### src/rtl/if_fetch_ctrl_pkg.sv
// ---------------------------------------------------------------------------
// if_fetch_ctrl_pkg
// Shared types and constants for the instruction-fetch sequencer.
//   RESET_PC_DEF / IM_WORDS_DEF : default text-window base and IM size
//   fetch_entry_t               : {pc, instr, fault} prefetch entry
//   fetch_state_e               : fetch sequencer state (fetching / halted)
//   addr_in_range()             : text-window + alignment check
// ---------------------------------------------------------------------------
package if_fetch_ctrl_pkg;

  localparam logic [31:0] RESET_PC_DEF = 32'h0000_3000;
  localparam int unsigned IM_WORDS_DEF = 4096;

  typedef struct packed {
    logic [31:0] pc;
    logic [31:0] instr;
    logic        fault;
  } fetch_entry_t;

  typedef enum logic {
    ST_FETCH = 1'b0,
    ST_HALT  = 1'b1
  } fetch_state_e;

  // Window is [base, base + 4*words); the offset compare is done on the
  // 32-bit unsigned difference so the upper bound never overflows.
  function automatic logic addr_in_range(input logic [31:0] pc,
                                         input logic [31:0] base,
                                         input int unsigned words);
    logic [31:0] off;
    logic [31:0] span;
    off  = pc - base;
    span = 32'(words) << 2;
    return (pc >= base) && (off < span) && (pc[1:0] == 2'b00);
  endfunction

endpackage

### src/rtl/if_fetch_ctrl_if.sv
// ---------------------------------------------------------------------------
// if_fetch_ctrl_if
// Bundles the IM read port, redirect input and decode handshake.
//   master : fetch controller side (drives im_addr and the if_* outputs)
//   slave  : environment side (IM, branch unit, decode)
// With IF_FETCH_PERF_EN defined, perf_fetched / perf_stall are added.
// ---------------------------------------------------------------------------
interface if_fetch_ctrl_if;
  logic [31:0] im_addr;
  logic [31:0] im_data;
  logic        redirect;
  logic [31:0] redirect_pc;
  logic        id_ready;
  logic        if_valid;
  logic [31:0] if_instr;
  logic [31:0] if_pc;
  logic        if_fault;
`ifdef IF_FETCH_PERF_EN
  logic [31:0] perf_fetched;
  logic [31:0] perf_stall;
`endif

  modport master (
    output im_addr,
    input  im_data,
    input  redirect,
    input  redirect_pc,
    input  id_ready,
    output if_valid,
    output if_instr,
    output if_pc,
`ifdef IF_FETCH_PERF_EN
    output perf_fetched,
    output perf_stall,
`endif
    output if_fault
  );

  modport slave (
    input  im_addr,
    output im_data,
    output redirect,
    output redirect_pc,
    output id_ready,
    input  if_valid,
    input  if_instr,
    input  if_pc,
`ifdef IF_FETCH_PERF_EN
    input  perf_fetched,
    input  perf_stall,
`endif
    input  if_fault
  );
endinterface

### src/rtl/if_fetch_buf.sv
// ---------------------------------------------------------------------------
// if_fetch_buf
// 2-entry circular prefetch FIFO (1-bit rd/wr pointers, 2-bit count).
//   clk, reset : clock, synchronous active-high reset
//   flush_i    : empties the FIFO; overrides push/pop
//   push_i     : write wdata_i at the tail (caller guarantees space)
//   pop_i      : drop the head entry (caller guarantees non-empty)
//   head_o     : head entry, all-zero while empty
//   count_o    : number of valid entries (0..2)
// ---------------------------------------------------------------------------
module if_fetch_buf
  import if_fetch_ctrl_pkg::*;
#(
  parameter int DEPTH = 2
) (
  input  logic         clk,
  input  logic         reset,
  input  logic         flush_i,
  input  logic         push_i,
  input  logic         pop_i,
  input  fetch_entry_t wdata_i,
  output fetch_entry_t head_o,
  output logic [1:0]   count_o
);

  fetch_entry_t mem_q [DEPTH];
  logic         wr_q, rd_q;
  logic [1:0]   cnt_q;

  always_ff @(posedge clk) begin
    if (reset) begin
      for (int i = 0; i < DEPTH; i++) mem_q[i] <= '0;
      wr_q  <= 1'b0;
      rd_q  <= 1'b0;
      cnt_q <= 2'd0;
    end else if (flush_i) begin
      // Stale data may remain in mem_q; head_o is masked by the count.
      wr_q  <= 1'b0;
      rd_q  <= 1'b0;
      cnt_q <= 2'd0;
    end else begin
      if (push_i) begin
        mem_q[wr_q] <= wdata_i;
        wr_q        <= ~wr_q;
      end
      if (pop_i) rd_q <= ~rd_q;
      case ({push_i, pop_i})
        2'b10:   cnt_q <= cnt_q + 2'd1;
        2'b01:   cnt_q <= cnt_q - 2'd1;
        default: cnt_q <= cnt_q;
      endcase
    end
  end

  // Mux of registers only: no path from the IM into the head.
  assign head_o  = (cnt_q != 2'd0) ? mem_q[rd_q] : '0;
  assign count_o = cnt_q;

endmodule

### src/rtl/if_fetch_ctrl.sv
// ---------------------------------------------------------------------------
// if_fetch_ctrl
// Instruction-fetch sequencer: owns the PC, reads one IM word per cycle
// into a 2-entry prefetch buffer and presents {pc, instr, fault} to decode
// over a valid/ready handshake. Redirects flush the buffer and restart
// fetch; out-of-window or misaligned PCs produce one fault entry and halt
// fetch until the next redirect.
//   clk, reset     : clock, synchronous active-high reset
//   bus (master)   : im_addr/im_data IM port, redirect/redirect_pc,
//                    id_ready, if_valid/if_instr/if_pc/if_fault
// Optional: define IF_FETCH_PERF_EN to add perf_fetched / perf_stall
// saturating counters on the interface.
// ---------------------------------------------------------------------------
module if_fetch_ctrl
  import if_fetch_ctrl_pkg::*;
#(
  parameter logic [31:0] RESET_PC  = RESET_PC_DEF,
  parameter int unsigned IM_WORDS  = IM_WORDS_DEF,
  parameter int          BUF_DEPTH = 2
) (
  input  logic               clk,
  input  logic               reset,
  if_fetch_ctrl_if.master    bus
);

  logic [31:0]  pc_q;
  fetch_state_e state_q;

  fetch_entry_t head, wentry;
  logic [1:0]   count;
  logic         valid, in_range, pop, push;

  assign valid    = (count != 2'd0);
  assign in_range = addr_in_range(pc_q, RESET_PC, IM_WORDS);
  assign pop      = valid && bus.id_ready && !bus.redirect;
  // A full buffer only takes a push alongside a pop (the freed slot).
  assign push     = !bus.redirect && (state_q == ST_FETCH) &&
                    (!count[1] || pop);

  assign wentry.pc    = pc_q;
  assign wentry.instr = in_range ? bus.im_data : 32'h0;
  assign wentry.fault = !in_range;

  // PC / halt sequencer. A fault entry holds the PC and parks in ST_HALT.
  always_ff @(posedge clk) begin
    if (reset) begin
      pc_q    <= RESET_PC;
      state_q <= ST_FETCH;
    end else if (bus.redirect) begin
      pc_q    <= bus.redirect_pc;
      state_q <= ST_FETCH;
    end else if (push) begin
      if (in_range) pc_q    <= pc_q + 32'd4;
      else          state_q <= ST_HALT;
    end
  end

  if_fetch_buf #(.DEPTH(BUF_DEPTH)) u_buf (
    .clk     (clk),
    .reset   (reset),
    .flush_i (bus.redirect),
    .push_i  (push),
    .pop_i   (pop),
    .wdata_i (wentry),
    .head_o  (head),
    .count_o (count)
  );

  assign bus.im_addr  = pc_q;
  assign bus.if_valid = valid;
  assign bus.if_pc    = head.pc;
  assign bus.if_instr = head.instr;
  assign bus.if_fault = head.fault;

`ifdef IF_FETCH_PERF_EN
  logic [31:0] perf_fetched_q, perf_stall_q;
  logic        stall;

  // Raw handshake pop (not masked by redirect) decides whether a full
  // buffer counts as stalled.
  assign stall = count[1] && !(valid && bus.id_ready) && (state_q == ST_FETCH);

  always_ff @(posedge clk) begin
    if (reset) begin
      perf_fetched_q <= '0;
      perf_stall_q   <= '0;
    end else begin
      if (push && in_range && (perf_fetched_q != 32'hFFFF_FFFF))
        perf_fetched_q <= perf_fetched_q + 32'd1;
      if (stall && (perf_stall_q != 32'hFFFF_FFFF))
        perf_stall_q <= perf_stall_q + 32'd1;
    end
  end

  assign bus.perf_fetched = perf_fetched_q;
  assign bus.perf_stall   = perf_stall_q;
`endif

endmodule

### src/flat_wrapper.sv
// flat-port wrapper written by rule: the top's interface ports become plain ports
module if_fetch_ctrl_flat import if_fetch_ctrl_pkg::*;
#(
  parameter logic [31:0] RESET_PC  = RESET_PC_DEF,
  parameter int unsigned IM_WORDS  = IM_WORDS_DEF,
  parameter int          BUF_DEPTH = 2
)
  (clk, reset, bus_im_addr, bus_im_data, bus_redirect, bus_redirect_pc, bus_id_ready, bus_if_valid, bus_if_instr, bus_if_pc, bus_if_fault);
  if_fetch_ctrl_if bus_i ();
  input  logic clk;
  input  logic reset;
  output wire logic [$bits(bus_i.im_addr)-1:0] bus_im_addr;
  input wire logic [$bits(bus_i.im_data)-1:0] bus_im_data;
  input wire logic [$bits(bus_i.redirect)-1:0] bus_redirect;
  input wire logic [$bits(bus_i.redirect_pc)-1:0] bus_redirect_pc;
  input wire logic [$bits(bus_i.id_ready)-1:0] bus_id_ready;
  output wire logic [$bits(bus_i.if_valid)-1:0] bus_if_valid;
  output wire logic [$bits(bus_i.if_instr)-1:0] bus_if_instr;
  output wire logic [$bits(bus_i.if_pc)-1:0] bus_if_pc;
  output wire logic [$bits(bus_i.if_fault)-1:0] bus_if_fault;
  assign bus_im_addr = bus_i.im_addr;
  assign bus_i.im_data = bus_im_data;
  assign bus_i.redirect = bus_redirect;
  assign bus_i.redirect_pc = bus_redirect_pc;
  assign bus_i.id_ready = bus_id_ready;
  assign bus_if_valid = bus_i.if_valid;
  assign bus_if_instr = bus_i.if_instr;
  assign bus_if_pc = bus_i.if_pc;
  assign bus_if_fault = bus_i.if_fault;
  if_fetch_ctrl #(.RESET_PC(RESET_PC), .IM_WORDS(IM_WORDS), .BUF_DEPTH(BUF_DEPTH)) u_core (.clk(clk), .reset(reset), .bus(bus_i));
endmodule
### config.mk
export PLATFORM = sky130hd
export DESIGN_NAME = if_fetch_ctrl_flat
export DESIGN_NICKNAME = d
export VERILOG_FILES = /design/src/rtl/if_fetch_ctrl_pkg.sv /design/src/rtl/if_fetch_ctrl_if.sv /design/src/rtl/if_fetch_buf.sv /design/src/rtl/if_fetch_ctrl.sv /design/src/flat_wrapper.sv
export SDC_FILE = /design/constraint.sdc
export NUM_CORES = 1
export LEC_CHECK = 0
export CORE_MARGIN = 1
export CORE_UTILIZATION = 30
export CTS_CLUSTER_DIAMETER = 120
export CTS_CLUSTER_SIZE = 30
export DETAILED_ROUTE_END_ITERATION = 10
export PLACE_DENSITY_LB_ADDON = 0.2
export SYNTH_ARGS = -nofsm -noshare
export SYNTH_HDL_FRONTEND = slang
export SYNTH_HIERARCHICAL = 1
export SYNTH_SLANG_ARGS = --single-unit
### constraint.sdc
create_clock -name clk -period 6.3 [get_ports clk]
set_clock_uncertainty 0.05 [all_clocks]
set_input_delay 1.26 -clock clk [delete_from_list [all_inputs] [get_ports clk]]
set_output_delay 1.26 -clock clk [all_outputs]
set_load 0.005 [all_outputs]
==> impl_metrics.yaml, run 1 <==
run_status:
  status: "complete, no violations"
sta:
  hold_viol_final: 0
  fin_hold_ws_ns: 0.469
  rsz0062_at_grt: "no"
  fin_crit_sh_pct: 63.3
  relSlewSlack_pct: 34.8
  finalMaxSlewViolations: 0
  fin_setup_tns_ns: 0
  fmax_mhz: 251
  setup_slack_ns: 2.31
  setup_violations: 0
  tightest_slew_ns: 0.976
  finalCriticalPeriod_ns: 3.99
clock_network:
  cts_buffers: 17
  clk_latency_ns: 0.43
  cts.sinks: 168
  cts_hold_buf: 0
  cts_root_buf: "clkbuf_16"
  clkTransAtPathRegs_ns: 0.07
  cts_max_path_buffers: 2
  htree_levels: 4
  cts_tree: "built"
  postCtsSetupRepairBufs: 0
  cts_resized: 0
min_path:
  min_from: "u_core/state_q$_SDFFE_PP0P_"
  hold_path_class: "flip-flop to flip-flop"
  hold_depth: 2
logic_synthesis:
  synth_edf_count: 130
  ys.flop_type: "edfxtp_1"
  synth_seq_cells: 168
  async_flop_share_pct: 0
  avgSynthCellArea_sq_um: 11.8
  syn-num-nets: 768
  yosys_warnings: 6
  synthCells: 697
  yosysSeqAreaShare_pct: 56.5
  synth_area_sq_mm: 0.00826
  ys_types: 45
critical_path:
  reg2reg_slack_ns: 3.48
  cp_data_arrival_time_ns: 2.68
  worst-path-stages: 4
  r2r-end: "u_core/u_buf/mem_q[0][18]$_SDFFCE_PN0P_"
  crit_chain: "buf_4 -> mux2i_1 -> nor2_1 -> clkdlybuf4s50_1"
  r2r_cells: 7
  required_ns: 4.99
  critPathKind: "flip-flop to primary output"
  crit_path_start_kind: "flip-flop"
  crit_slowest_cell: "dfxtp_4"
  slowest_delay_ns: 0.82
  worstPathMaxFanout: 39
  path_buf_inv: 2
  critical_path.top_delay_family: "buffers and inverters"
  critPathCaptureType: "primary output"
  r2r-start: "u_core/u_buf/count_o[1]$_SDFFE_PP0P_"
  critPathCapture: "bus_if_fault"
run:
  maxCapViolations: 0
global_route:
  grt_pass1_wl_um: 31700
  antenna_found_initial: 0
  grt_pass1_vias: 5582
  grt_max_degree: 96
  track_usage_pct: 14.7
  grt.overflow.total: 0
layout:
  finish.net_count: 874
  final_common_cell: "clkdlybuf4s50_1"
  syn2layout_area_growth_pct: 26.0
  drive_gt1_share_pct: 7.35
  final_cell_mix: "clkdlybuf4s50_1 (164), and3_1 (135), edfxtp_1 (130)"
  final_util_pct: 38.6
  antenna_cells: 0
  stdcell_area_sq_mm: 0.0104
route:
  vias: 5431
  initialDrtViolationCount: 308
  dr.pass1.iters: 4
  routed_wirelength_um: 20100
  drc: 0
  vias_per_cell: 4.69
  ant_nets: 0
  wire_per_inst_um: 17.3
floorplanning:
  design.core.area_sq_mm: 0.0270
  fp.dieArea_sq_mm: 0.0282
  row_count: 60
  io_pins: 166
  start_util_pct: 30.6
  die_y_um: 168
  die_w_um: 168
power_and_ir_drop:
  p_leak_nw: 4.07
  ir_drop_v: 0.000143
  power.density_mw_per_mm2: 249
place:
  hpwl_um: 12300
  post-place-ws_ns: 1.98
  placed_cell_area_sq_mm: 0.00983
  port_buffers: 165
  gp_congestion: 0.718
==> flip-flops by register name (all words and copies together) (netlist names), named ones only <==
name                  cells
u_core/bus.im_addr       32
u_core/state_q            1
u_core/u_buf/count_o      2
u_core/u_buf/mem_q      130
u_core/u_buf/rd_q         1
u_core/u_buf/wr_q         1
==> metrics by stage <==
stage          total power, mW  instances
2_1_floorplan             1.46        697
3_3_place_gp              1.58       1125
3_5_place_dp              1.58       1125
4_1_cts                   2.62       1157
5_1_grt                   2.69       1157
6_report                  2.59       1157
==> cells by family after synthesis <==
logic type                 after synthesis  share of synthesized area (%)
and+or+nand+nor                        309                           21.5
DFF                                    168                           56.5
buffers and inverters                   95                           7.64
muxes                                   85                           10.3
AOI/OAI and AO/OA                       27                           2.59
xor gates and xnor gates                10                           1.06
adders and majority gates                3                          0.455
==> report_power, final <==
part	leakage (nW)	switching, mW	total, mW	internal, mW
logic	2.11	0.135	0.263	0.128
registers	1.67	0.0402	1.29	1.25
clock network	0.294	0.458	1.04	0.578
==> worst register-to-register path: stages, from the launching register on <==
cell,delay [ns]
dfxtp_1,0.37
nand2b_1,0.14
nand2_1,0.16
inv_1,0.17
inv_2,0.07
nor2_4,0.07
buf_4,0.53
a21o_4,0.83
==> how the worst min path moves through the flow <==
stage                                           endpoint  slack, ns
finish                       u_core/state_q$_SDFFE_PP0P_       0.47
global route              u_core/u_buf/rd_q$_SDFFE_PP0P_       0.53
CTS                          u_core/state_q$_SDFFE_PP0P_       0.47
detailed placement           u_core/state_q$_SDFFE_PP0P_       0.45
global placement             u_core/state_q$_SDFFE_PP0P_       0.47
floorplan           u_core/u_buf/count_o[1]$_SDFFE_PP0P_       0.43
==> area by class of cell <==
cell class / instances / area, sq um
Clock buffer: 18 / 450
Clock inverter: 14 / 130
Sequential cell: 168 / 4670
Tap cell: 341 / 427
Multi-Input combinational cell: 434 / 3000
Timing Repair Buffer: 172 / 1700
Inverter: 10 / 37.5
Fill cell: 2613 / 16500
==> cell usage after synthesis (8+ instances only) <==
master / count / share of area [%]
a211oi_1: 8 / 0.73
and2_1: 33 / 2.5
and3_1: 135 / 10
buf_2: 12 / 0.73
buf_4: 39 / 3.5
buf_6: 15 / 2.0
clkbuf_1: 19 / 0.86
dfxtp_1: 38 / 9.2
edfxtp_1: 130 / 47
inv_1: 9 / 0.41
mux2i_1: 85 / 10
nor2_1: 95 / 4.3
nor3_1: 10 / 0.61
xnor2_1: 9 / 0.95
==> metal layers <==
layer / track usage (%) / vias up / wire length [um]
met3: 4.07 / 14 / 1200
met2: 22.3 / 149 / 8850
li1: - / 2708 / -
met5: 0 / - / 0
met4: 3.71 / 0 / 176
met1: 20.6 / 2560 / 9850
No activity file was read; power rests on OpenSTA's default activity.
==> run 2, diff against run 1 <==
Clock period 6.3 ns to 3.7 ns, I/O delays scaled along.
==> impl_metrics.yaml, run 2 (synthesized netlist as in run 1, its figures left out) <==
sta:
  hold_viol_final: 0
  setup_violations: 0
  setup_slack_ns: 0.599
  finalMaxSlewViolations: 0
  fmax_mhz: 322
  rsz0062_at_grt: "no"
  tightest_slew_ns: 0.771
  relSlewSlack_pct: 48.6
  finalCriticalPeriod_ns: 3.10
  fin_crit_sh_pct: 83.8
  fin_setup_tns_ns: 0
  fin_hold_ws_ns: 0.471
power_and_ir_drop:
  ir_drop_v: 0.000222
  p_sw_share_pct: 23.8
  combPwrFrac_pct: 10.6
  seq_power_share_pct: 49.6
  p_sw_mw: 1.05
  pwr-share-clk_pct: 39.8
  power.density_mw_per_mm2: 419
  p_leak_nw: 4.16
  p_total_mw: 4.42
  p_int_mw: 3.37
layout:
  stdcell_area_sq_mm: 0.0106
  largest_reg_flops: 130
  finish.net_count: 889
  fill_cells: 2627
  drive_gt1_share_pct: 8.90
  syn2layout_area_growth_pct: 28.0
  top_register: "u_core/u_buf/mem_q"
  final_common_cell: "clkdlybuf4s50_1"
  final_cell_mix: "clkdlybuf4s50_1 (164), and3_1 (135), edfxtp_1 (130)"
critical_path:
  required_ns: 2.91
  crit_path_start_kind: "flip-flop"
  path_buf_inv: 2
  crit_chain: "buf_4 -> mux2i_1 -> nor2_1 -> clkdlybuf4s50_1"
  worstPathMaxFanout: 26
  critical_path.top_delay_family: "buffers and inverters"
  slowest_delay_ns: 0.65
  critPathKind: "flip-flop to primary output"
  critPathCaptureType: "primary output"
  cp_data_arrival_time_ns: 2.31
  crit_slowest_cell: "dfxtp_4"
run:
  maxCapViolations: 0
floorplanning:
  row_count: 60
  start_util_pct: 30.6
  die_y_um: 168
  fp.dieArea_sq_mm: 0.0282
  design.core.area_sq_mm: 0.0270
  die_w_um: 168
  io_pins: 166
clock_network:
  cts_root_buf: "clkbuf_16"
  cts.sinks: 168
  clk_latency_ns: 0.42
  cts_tree: "built"
  cts_hold_buf: 0
  cts_resized: 0
  cts_buffers: 17
  clkTransAtPathRegs_ns: 0.06
  postCtsSetupRepairBufs: 0
  htree_levels: 4
  cts_max_path_buffers: 2
route:
  drc: 0
  wire_per_inst_um: 17.9
  vias_per_cell: 4.72
  dr.pass1.iters: 5
  vias: 5535
  initialDrtViolationCount: 262
  ant_nets: 0
  routed_wirelength_um: 20900
place:
  placed_cell_area_sq_mm: 0.00998
  post-place-ws_ns: 0.724
  hpwl_um: 13500
  port_buffers: 165
  gp_congestion: 0.710
min_path:
  hold_path_class: "flip-flop to flip-flop"
global_route:
  antenna_found_initial: 0
  grt_pass1_wl_um: 32300
  grt_pass1_vias: 5519
  grt_max_degree: 91
  grt.overflow.total: 0
  track_usage_pct: 15.1
run_status:
  status: "complete, no violations"
[run 2: cell types whose count changed in the layout (fill, tap and decap cells not counted), moves of 2 or more]
cell | before | now
inv_6 | 7 | 2
buf_4 | 7 | 19
buf_12 | 0 | 3
clkinv_4 | 0 | 3
clkbuf_8 | 0 | 2
[run 2: metrics by stage]
step	cells	utilization [%]
floorplan	697	-
global placement	1140	37.0
detailed placement	1140	37.0
CTS	1172	39.2
global route	1172	39.2
finish	1173	39.2
[run 2: power groups by stage]
stage | Clock [mW] | Sequential, mW | Combinational [mW]
final | 1.76 | 2.19 | 0.471
after global routing | 1.89 | 2.21 | 0.515
after CTS | 1.81 | 2.20 | 0.481
after detailed placement | 0 | 2.24 | 0.479
after global placement | 0 | 2.23 | 0.479
after floorplan | 0 | 2.21 | 0.265
[run 2: area by class of cell]
class	count	area, sq um	share of cell area (%)
clock buffers	20	478	4.52
flip-flops and latches	168	4670	44.2
repair buffers	187	1850	17.5
multi-input cells	434	3000	28.3
well taps	341	427	4.04
inverters	10	37.5	0.355
diodes	1	2.50	0.0237
clock inverters	12	113	1.07
[run 2: worst paths after layout]
check	cells after the start	start	end	slack, ns
max	4	flip-flop	bus_if_pc[30]	0.60
min	2	u_core/state_q$_SDFFE_PP0P_	u_core/state_q$_SDFFE_PP0P_	0.47
max reg2reg	6	u_core/bus.im_addr[17]$_SDFFE_PP0P_	u_core/u_buf/mem_q[1][0]$_SDFFCE_PN0P_	1.53
min reg2reg	2	u_core/state_q$_SDFFE_PP0P_	u_core/state_q$_SDFFE_PP0P_	0.47
[run 2: worst min-delay path: stages (launching register included)]
cell	delay [ns]
dfxtp_1	0.31
a21oi_1	0.12
nor3_1	0.05
[run 2: layer usage]
metal  routed length (um)  vias up  track usage [%]
met3                 1010        5             3.64
met1                10400     2658             21.4
met2                 9410      139             22.8
met5                    0        -                0
li1                     -     2733                -
met4                   86        0             3.95
==> run 3, diff against run 2 <==
Clock period 3.7 ns to 2.9 ns, I/O delays scaled along.
==> impl_metrics.yaml, run 3 (synthesized netlist as in run 1, its figures left out) <==
critical_path:
  slowest_delay_ns: 0.47
  crit_slowest_cell: "clkdlybuf4s50_1"
  required_ns: 2.27
  worstPathMaxFanout: 15
  crit_chain: "nor2_4 -> buf_4 -> nor2_1 -> clkdlybuf4s50_1"
  critPathCaptureType: "primary output"
  critPathKind: "flip-flop to primary output"
  cp_data_arrival_time_ns: 2.08
  crit_path_start_kind: "flip-flop"
power_and_ir_drop:
  p_total_mw: 5.71
  p_leak_nw: 4.19
  ir_drop_v: 0.000330
  power.density_mw_per_mm2: 536
place:
  port_buffers: 165
  gp_congestion: 0.704
  placed_cell_area_sq_mm: 0.0100
  hpwl_um: 13200
layout:
  syn2layout_area_growth_pct: 29.0
  final_common_cell: "clkdlybuf4s50_1"
  drive_gt1_share_pct: 8.80
  finish.net_count: 888
  antenna_cells: 0
  largest_reg_flops: 130
  stdcell_area_sq_mm: 0.0107
  final_cell_mix: "clkdlybuf4s50_1 (164), and3_1 (135), edfxtp_1 (130)"
  top_register: "u_core/u_buf/mem_q"
  fill_cells: 2557
route:
  top_layer: "met4"
  ant_nets: 0
  wire_per_inst_um: 17.8
  initialDrtViolationCount: 332
  wl_met2_um: 9440
  wl_met3_um: 1280
  drc: 0
  routed_wirelength_um: 20800
  met1_length_um: 9960
  dr.pass1.iters: 4
  vias_per_cell: 4.73
  vias: 5537
sta:
  tightest_slew_ns: 0.707
  finalMaxSlewViolations: 0
  fin_crit_sh_pct: 93.3
  fmax_mhz: 370
  finalCriticalPeriod_ns: 2.71
  hold_viol_final: 0
  rsz0062_at_grt: "no"
  fin_setup_tns_ns: 0
  relSlewSlack_pct: 52.8
  fin_hold_ws_ns: 0.450
  setup_violations: 0
floorplanning:
  fp.dieArea_sq_mm: 0.0282
  row_count: 60
  start_util_pct: 30.6
  die_y_um: 168
  design.core.area_sq_mm: 0.0270
  die_w_um: 168
  io_pins: 166
clock_network:
  cts_hold_buf: 0
  cts.sinks: 168
  cts_root_buf: "clkbuf_16"
  htree_levels: 4
  cts_tree: "built"
  clkTransAtPathRegs_ns: 0.06
  postCtsSetupRepairBufs: 0
  cts_buffers: 17
  cts_max_path_buffers: 2
  cts_resized: 0
  clk_latency_ns: 0.43
global_route:
  track_usage_pct: 14.9
  grt_pass1_vias: 5592
  grt_max_degree: 84
  grt_pass1_wl_um: 32100
  grt.overflow.total: 0
  antenna_found_initial: 0
run_status:
  status: "complete, no violations"
run:
  maxCapViolations: 0
min_path:
  hold_path_class: "input port to flip-flop"
## run 3: worst max-delay path, delay by kind of cell (launching register included)
kind                   cells  cell delay (ns)
AND/OR/NAND/NOR            2             0.51
buffers and inverters      2             0.78
flip-flops                 1             0.36
## run 3: area by class of cell
type	count	area [sq um]	area share, %
Multi-Input combinational cell	434	3000	28.1
Sequential cell	168	4670	43.8
Clock inverter	12	106	0.998
Clock buffer	20	500	4.70
Timing Repair Buffer	186	1920	18.0
Tap cell	341	427	4.01
Inverter	10	37.5	0.352
## run 3: worst paths after layout
kind,from,end,slack (ns),cells past startpoint
worst min register to register,u_core/state_q$_SDFFE_PP0P_,u_core/state_q$_SDFFE_PP0P_,0.48,2
worst max register to register,u_core/bus.im_addr[17]$_SDFFE_PP0P_,u_core/u_buf/mem_q[0][0]$_SDFFCE_PN0P_,0.68,6
worst max-delay path,u_core/u_buf/count_o[1]$_SDFFE_PP0P_,bus_if_instr[15],0.19,4
worst min-delay path,bus_redirect,flip-flop,0.45,2
## run 3: power by group
| part | internal, mW | switching, mW |
|---|---|---|
| Sequential | 2.71 | 0.0857 |
| Clock | 1.34 | 0.955 |
| Combinational | 0.311 | 0.307 |
## run 3: metrics by stage
step | setup slack, ns | instances | util [%]
final | 0.194 | 1171 | 39.5
after global routing | 0.0396 | 1171 | 39.5
after CTS | 0.132 | 1171 | 39.5
after detailed placement | 0.236 | 1139 | 37.3
after global placement | 0.319 | 1139 | 37.3
after floorplan | 0.0530 | 697 | -
## run 3: metal layers
layer	vias up	GRT usage [%]
met5	-	0
met4	0	3.91
met3	9	3.62
met2	160	23.2
met1	2639	20.7
li1	2729	-
